==> config.mk <==
export PLATFORM = sky130hd
export DESIGN_NAME = norm_shift_decoder
export DESIGN_NICKNAME = d
export VERILOG_FILES = /design/src/rtl/norm_shift_decoder.sv
export SDC_FILE = /design/constraint.sdc
export NUM_CORES = 1
export LEC_CHECK = 0
export ABC_AREA = 1
export ABC_CLOCK_PERIOD_IN_PS = 4700
export CAP_MARGIN = 10
export CORE_UTILIZATION = 40
export DETAILED_ROUTE_END_ITERATION = 16
export PLACE_DENSITY = 0.78
export SYNTH_ARGS = -nofsm -noshare
export SYNTH_HDL_FRONTEND = slang
export SYNTH_SLANG_ARGS = --single-unit
==> constraint.sdc <==
create_clock -name clk -period 4.7 [get_ports clk]
set_clock_uncertainty 0.1 [all_clocks]
set_input_delay 0.94 -clock clk [delete_from_list [all_inputs] [get_ports clk]]
set_output_delay 0.94 -clock clk [all_outputs]
set_load 0.02 [all_outputs]
==> src/rtl/norm_shift_decoder.sv <==
// norm_shift_decoder: serial post-add normalizer.
// Shifts the sum mantissa until its leading one sits on the hidden-bit position
// (MW-2), adjusting the exponent, and flags zero / underflow / overflow results.
module norm_shift_decoder #(
   parameter int unsigned MW = 12,
   parameter int unsigned EW = 5
) (
   input  logic          clk,
   input  logic          rst_n,
   input  logic          start,
   input  logic [MW-1:0] mant_in,
   input  logic [EW-1:0] exp_in,
   input  logic [3:0]    lead_idx,
   input  logic          idx_valid,
   output logic [MW-1:0] mant_out,
   output logic [EW-1:0] exp_out,
   output logic          busy,
   output logic          done,
   output logic          zero,
   output logic          underflow,
   output logic          overflow
);

   localparam int unsigned CW = 4;
   localparam logic [EW-1:0] EMAX     = '1;
   localparam logic [EW-1:0] EMAX_M1  = EW'((2**EW) - 2);
   localparam logic [EW-1:0] EXP_ONE  = EW'(1);
   localparam logic [CW-1:0] IDX_TOP  = CW'(MW - 1);
   localparam logic [CW-1:0] IDX_HID  = CW'(MW - 2);

   typedef enum logic [1:0] {
      ST_IDLE  = 2'd0,
      ST_SHIFT = 2'd1,
      ST_DONE  = 2'd2
   } state_t;

   state_t          state_q, state_d;
   logic [MW-1:0]   mant_q, mant_d;
   logic [EW-1:0]   exp_q, exp_d;
   logic [CW-1:0]   cnt_q, cnt_d;
   logic            dir_right_q, dir_right_d;
   logic            zero_q, zero_d;
   logic            underflow_q, underflow_d;
   logic            overflow_q, overflow_d;
   logic            busy_q, busy_d;
   logic            done_q, done_d;

   // State and datapath registers, all cleared by async reset.
   always_ff @(posedge clk or negedge rst_n) begin
      if (!rst_n) begin
         state_q     <= ST_IDLE;
         mant_q      <= '0;
         exp_q       <= '0;
         cnt_q       <= '0;
         dir_right_q <= 1'b0;
         zero_q      <= 1'b0;
         underflow_q <= 1'b0;
         overflow_q  <= 1'b0;
         busy_q      <= 1'b0;
         done_q      <= 1'b0;
      end else begin
         state_q     <= state_d;
         mant_q      <= mant_d;
         exp_q       <= exp_d;
         cnt_q       <= cnt_d;
         dir_right_q <= dir_right_d;
         zero_q      <= zero_d;
         underflow_q <= underflow_d;
         overflow_q  <= overflow_d;
         busy_q      <= busy_d;
         done_q      <= done_d;
      end
   end

   // Next-state and datapath: capture on start, then one shift action per cycle.
   always_comb begin
      state_d     = state_q;
      mant_d      = mant_q;
      exp_d       = exp_q;
      cnt_d       = cnt_q;
      dir_right_d = dir_right_q;
      zero_d      = zero_q;
      underflow_d = underflow_q;
      overflow_d  = overflow_q;

      unique case (state_q)
         ST_IDLE: begin
            if (start) begin
               state_d     = ST_SHIFT;
               mant_d      = mant_in;
               exp_d       = exp_in;
               cnt_d       = '0;
               dir_right_d = 1'b0;
               zero_d      = 1'b0;
               underflow_d = 1'b0;
               overflow_d  = 1'b0;
               if (!idx_valid || (lead_idx > IDX_TOP)) begin
                  // Encoder found no leading one: exact zero result.
                  mant_d = '0;
                  exp_d  = '0;
                  zero_d = 1'b1;
               end else if (exp_in == EMAX) begin
                  // Already inf/overflow: pass through untouched.
                  overflow_d = 1'b1;
               end else if (lead_idx == IDX_TOP) begin
                  dir_right_d = 1'b1;
                  cnt_d       = CW'(1);
               end else if (lead_idx < IDX_HID) begin
                  cnt_d = CW'(IDX_HID - lead_idx);
               end
            end
         end

         ST_SHIFT: begin
            if (cnt_q == '0) begin
               state_d = ST_DONE;
            end else if (dir_right_q) begin
               if (exp_q == EMAX_M1) begin
                  exp_d      = EMAX;
                  mant_d     = '0;
                  overflow_d = 1'b1;
               end else begin
                  mant_d = mant_q >> 1;
                  exp_d  = exp_q + EXP_ONE;
               end
               cnt_d = '0;
            end else if (exp_q <= EXP_ONE) begin
               // Exponent exhausted: leave a denormal mantissa as it stands.
               exp_d       = '0;
               underflow_d = 1'b1;
               state_d     = ST_DONE;
            end else begin
               mant_d = mant_q << 1;
               exp_d  = exp_q - EXP_ONE;
               cnt_d  = cnt_q - CW'(1);
            end
         end

         ST_DONE: begin
            state_d = ST_IDLE;
         end

         default: begin
            state_d = ST_IDLE;
         end
      endcase
   end

   // Status outputs registered from the next state so they align with the state.
   always_comb begin
      busy_d = (state_d != ST_IDLE);
      done_d = (state_d == ST_DONE);
   end

   assign mant_out  = mant_q;
   assign exp_out   = exp_q;
   assign busy      = busy_q;
   assign done      = done_q;
   assign zero      = zero_q;
   assign underflow = underflow_q;
   assign overflow  = overflow_q;

endmodule
### After elaboration in Yosys (flattened, before gate mapping)

Index checks and enable logic that the tools add are counted.

| word-level totals | value |
|---|---|
| bits in registers | 29 |
| input bits | 25 |
| output and inout port bits | 22 |
| word-level logic and storage cells | 84 |

| operators by class | value |
|---|---|
| add/sub/neg operators | 4 |
| $lt $le $gt $ge | 3 |
| eq/ne operators | 12 |
| muxes and demuxes | 44 |
| reductions and logical operators | 11 |

Operators by type and width:

| kind | count |
|---|---|
| $mux W12 | 5 |
| $mux W4 | 8 |
| $mux W5 | 6 |
| $pmux W12 S2 | 1 |
| $mux W1 | 14 |
| $ne A2 B2 Y1 const B | 6 |
| $mux W11 | 1 |
| $eq A5 B5 Y1 const B | 2 |
| $pmux W5 S2 | 1 |
| $reduce_and A5 Y1 | 2 |
| $mux W2 | 4 |
| $pmux W4 S2 | 1 |
| $add A5 B1 Y5 const B | 1 |
| $le A5 B1 Y1 const B | 1 |
| $sub A5 B1 Y5 const B | 1 |
| $eq A4 B4 Y1 const B | 1 |
| $gt A4 B4 Y1 const B | 1 |
| $logic_not A4 Y1 | 1 |
| $lt A4 B4 Y1 const B | 1 |
| $pmux W1 S2 | 2 |
| $pmux W2 S2 | 1 |
| $reduce_and A4 Y1 | 1 |
| $reduce_bool A2 Y1 | 2 |
| $sub A4 B1 Y4 const B | 1 |
| 9 further kinds | 9 |

### Longest topological paths before layout

| logic depth | value |
|---|---|
| word-level depth | 7 |
| mapped depth | 10 |
| gate-level depth less buffers | 10 |

### Least setup slack after synthesis

Ideal clock, no wire load.

| path | value |
|---|---|
| path type | input-to-reg |
| start point | input lead_idx[0] |
| end point | register cnt_q[3] |
| setup time | 0.065 ns |
| arrival time | 1.688 ns |
| required time | 4.535 ns |
| path slack | 2.847 ns |
| stages | 7 |
| buffers on the path | 0 |
| cells stage by stage | ha_1 > o21ai_0 > and2_1 > nand3_1 > nand2_1 > nand2_1 > nand2_1 |

| between the ends | value |
|---|---|
| cells in the longest elaborated chain, start to end | 7 |
| elaborated cells on any way between the ends | 11 |
| classes of those cells | 1 x add/sub; 2 x order compare; 1 x eq/ne; 6 x mux; 1 x reduce/logical |

RTL lines:

| what | RTL line | text |
|---|---|---|
| from (decl) | 13 | `input logic [3:0] lead_idx,` |
| $sub A4 B4 Y4 or $lt A4 B4 Y1 (tied branches) | 109, 108 |  |
| $mux W4 | 108 | `end else if (lead_idx < IDX_HID) begin` |
| $mux W4 | 105 | `end else if (lead_idx == IDX_TOP) begin` |
| $mux W4 | 102 | `end else if (exp_in == EMAX) begin` |
| $mux W4 (*) | 97 | `if (!idx_valid \|\| (lead_idx > IDX_TOP)) begin` |
| $mux W4 (*) | 88 | `if (start) begin` |
| $pmux W4 S2 (*) | 86 | `unique case (state_q)` |
| to (signal assigned) | 65 | `cnt_q <= cnt_d;` |
| to (decl) | 40 | `logic [CW-1:0] cnt_q, cnt_d;` |

Mark *: on every way between the ends. The rest lies on a longest branch, timed or not. The select of a mux whose other input is x is not followed.
A chain may end at the register's enable or synchronous reset.

### Worst setup path in the final report

| path | value |
|---|---|
| start point | register exp_q[2], in the netlist exp_out[2] |
| end point | output exp_out[2] |

RTL lines:

| what | RTL line | text |
|---|---|---|
| from (decl) | 39 | `logic [EW-1:0] exp_q, exp_d;` |
| from (signal assigned) | 64 | `exp_q <= exp_d;` |
| to (decl) | 16 | `output logic [EW-1:0] exp_out,` |

No word-level cell between the ends.

==> impl_results.md <==
* Number of flops mapped to enable cells by yosys at 0
* Sw power at 0.765 mW
* Input/output buffers at 46
* Fin crit period at 2.70 ns
* Die footprint at 5330 um2
* Power density over the cells at 613 nW/um2
* Die outline width at 73.0 um
* TritonCTS sink count at 29
* Area of the mapped netlist at 2020 um2
* Result of the run: completed
* Distinct cells, synth at 24
* Die height at 73.0 um
* Data required, critical path at 3.66 ns
* Core region area at 4790 um2
* Class of the most critical setup path: reg2out
* Number of maximum-capacitance violations at 0
* Hold wc startpoint: zero$_DFFE_PN0P_
* IR Drop Worst-Case VDD at 0.283 mV
* Proportion of total power due to net switching at 0.484
* Clk slew on worst S/H paths at 0.06 ns
* I/O pin total at 47
* Setup tns final at 0 ns
* Unrepaired setup endpoints after global routing: false
* Data arrival at the endpoint of the critical path at 1.66 ns
* Number of antenna violations at the first check in global routing at 0
* Internal power contribution at 0.816 mW
* Overall global routing resource usage at 0.215
* Final number of setup-violating endpoints at 0
* Mean post-synth cell area at 6.77 um2
* DRC violation count after routing at 0
* Synthesis-stage register bit count at 29
* Cell Chain, Critical Path: clkdlybuf4s50_1
* Max-slew violation total from the final report at 0
* Clk_lat worst skew at 0.28 ns
* Kind of capture point of the worst setup path: output pin
* Terminus of the critical flop-to-flop path: mant_out[7]$_DFFE_PN0P_
* Average wire length per cell after detail routing at 12.3 um
* Global-route wire length before repair at 8900 um
* Part of the power in registers at 0.307
* Fmax at 371 MHz
* Leakage at 1.29 nW
* # placed instances at 404
* Count of endpoints failing hold in the final timing report at 0
* Share of the clock period used by the worst path after layout at 0.574
* Total of hold buffers inserted after clock tree synthesis at 0
* Headroom to the max-slew limit at 0.476
* Count of placed standard cells in the final layout, fillers left out at 412
* Slew @ Worst Pin at 0.782 ns
* Primary FF master, synth: sky130_fd_sc_hd__dfrtp_1
* Total Power at 1.58 mW
* Part of the power in combinational logic at 0.570
* Worst-case hold path end point: zero$_DFFE_PN0P_
* Placement row count at 25
* Reg2Reg Depth at 9
* Number of DRC markers after the initial detailed-route iteration at 88
* Least setup slack across all paths after layout at 2.00 ns
* Area overhead of the layout relative to synthesis at 27.9%
* Layout cells sized above 1 at 0.0464
* Root buffer selected by CTS: sky130_fd_sc_hd__clkbuf_8
* Power share of the clock group at 0.123
* Wire length after detailed routing at 5080 um
* Number of iterations in the first detailed-routing pass at 4
* Clock tree from TritonCTS: done
* Synthesized instance count at 298
* Hold crit path type: reg2reg
* Post-Synthesis Net Count at 331
* Ys Warns at 0
* GRT Residual Overflow at 0
* Hold-critical path depth at 1
* Worst slack after detailed placement at 2.07 ns
* Reg-to-Reg Start: exp_out[0]$_DFFE_PN0P_
* Commonest cells after routing, fill and taps aside: 119 x sky130_fd_sc_hd__nand2_1, 51 x sky130_fd_sc_hd__nand3_1, 46 x sky130_fd_sc_hd__clkdlybuf4s50_1
* Average via count per standard cell at 5.01
* Placed wire-length estimate after detailed placement at 3710 um
* Stages on worst setup path at 1
* Count of buffer and inverter cells on the critical path at 1
* Largest delay share family, worst path: buffers and inverters
* Cts bufs inserted at 5
* Overall via count from detail_route at 2063
* Register-to-register path setup slack at 2.51 ns
* Post-detailed-route count of antenna-violating nets at 0
* Routability congestion estimate from global placement at 0.832
* Largest net degree at the start of global routing at 30
* Via count of the first global-routing pass at 2010
* Antenna fix cells at 0
* Crit-path max cell delay at 0.71 ns
* Fraction of the yosys area taken by sequential cells at 0.360
* Clock H-tree levels at 2
* Startpoint types: register
* Nets at 377
* Post-CTS setup repair buffer count at 0
* Maximum count of clock buffers along a single path at 2
* Master of the slowest instance on the critical path: sky130_fd_sc_hd__clkdlybuf4s50_1
* Largest fanout of any net on the critical path at 12
* Post-cts repair resize count at 0
* Fraction of registers with async set/reset at 1.00
* Most common library cell in the layout ignoring fill and taps: sky130_fd_sc_hd__nand2_1
* Starting density of the core at 0.421
[layout make-up]
class                   count  area [um2]
well taps                  67        83.8
inverters                  27         101
flip-flops and latches     29         726
multi-input cells         234        1120
repair buffers             47         468
fillers                   490        2210
clock buffers               8        80.1
[cell usage after synthesis (2+ instances only)]
cell / instances / area, um2
sky130_fd_sc_hd__a21oi_1: 6 / 30.0
sky130_fd_sc_hd__buf_2: 2 / 10.0
sky130_fd_sc_hd__buf_4: 2 / 15.0
sky130_fd_sc_hd__buf_6: 4 / 45.0
sky130_fd_sc_hd__dfrtp_1: 29 / 726
sky130_fd_sc_hd__ha_1: 8 / 100
sky130_fd_sc_hd__inv_1: 25 / 93.8
sky130_fd_sc_hd__inv_2: 2 / 7.51
sky130_fd_sc_hd__nand2_1: 119 / 447
sky130_fd_sc_hd__nand2_2: 2 / 12.5
sky130_fd_sc_hd__nand2_4: 2 / 22.5
sky130_fd_sc_hd__nand3_1: 51 / 255
sky130_fd_sc_hd__nand4_1: 3 / 18.8
sky130_fd_sc_hd__nor2_1: 23 / 86.3
sky130_fd_sc_hd__nor2_4: 2 / 22.5
sky130_fd_sc_hd__o21ai_0: 8 / 40.0
sky130_fd_sc_hd__o21bai_1: 2 / 15.0
sky130_fd_sc_hd__xnor2_1: 2 / 17.5
[metrics by stage]
| stage | util | hold WS, ns | instance area, um2 |
|---|---|---|---|
| floorplan | - | 0.376 | 2020 |
| global placement | 0.522 | 0.386 | 2500 |
| global route | 0.539 | 0.429 | 2580 |
| finish | 0.539 | 0.411 | 2580 |
| CTS | 0.539 | 0.401 | 2580 |
| detailed placement | 0.522 | 0.387 | 2500 |
[registers in the layout, summed over array words and instances, names as in the netlist]
signal / cells
busy: 1
cnt_q: 4
dir_right_q: 1
done: 1
exp_out: 5
mant_out: 12
overflow: 1
state_q: 2
underflow: 1
zero: 1
[cells by family (layout without fill, tap and decap cells)]
| kind of cell | count (synthesis) | count (layout) | share of synthesized area |
|---|---|---|---|
| AO/OA/AOI/OAI | 18 | 18 | 0.0496 |
| XOR/XNOR | 2 | 2 | 0.00869 |
| adder cells (fa/ha/maj) | 8 | 8 | 0.0496 |
| buffers and inverters | 35 | 82 | 0.0850 |
| flip-flops | 29 | 29 | 0.360 |
| AND/OR/NAND/NOR | 206 | 206 | 0.447 |
[metal layers]
layer,vias to the layer above,share of wire,track usage
li1,1037,-,-
met1,960,0.45,0.265
met2,59,0.49,0.371
met3,7,0.053,0.0539
met4,0,0.0092,0.0566
met5,-,0,0
[power groups by stage]
| stage | sequential [mW] | combinational, mW | clock (mW) |
|---|---|---|---|
| 2_1_floorplan | 0.535 | 0.569 | 0 |
| 3_3_place_gp | 0.484 | 0.885 | 0 |
| 3_5_place_dp | 0.483 | 0.902 | 0 |
| 4_1_cts | 0.483 | 0.906 | 0.201 |
| 5_1_grt | 0.501 | 1.01 | 0.218 |
| 6_report | 0.485 | 0.901 | 0.195 |
[worst max path at each step]
stage | from | to
2_1_floorplan | lead_idx[0] | cnt_q[3]$_DFFE_PN0P_
3_3_place_gp | lead_idx[3] | mant_out[11]$_DFFE_PN0P_
3_5_place_dp | lead_idx[3] | mant_out[11]$_DFFE_PN0P_
4_1_cts | exp_out[2]$_DFFE_PN0P_ | exp_out[2]
5_1_grt | exp_out[2]$_DFFE_PN0P_ | exp_out[2]
6_report | exp_out[2]$_DFFE_PN0P_ | exp_out[2]
(Power assumes the default switching activity.)
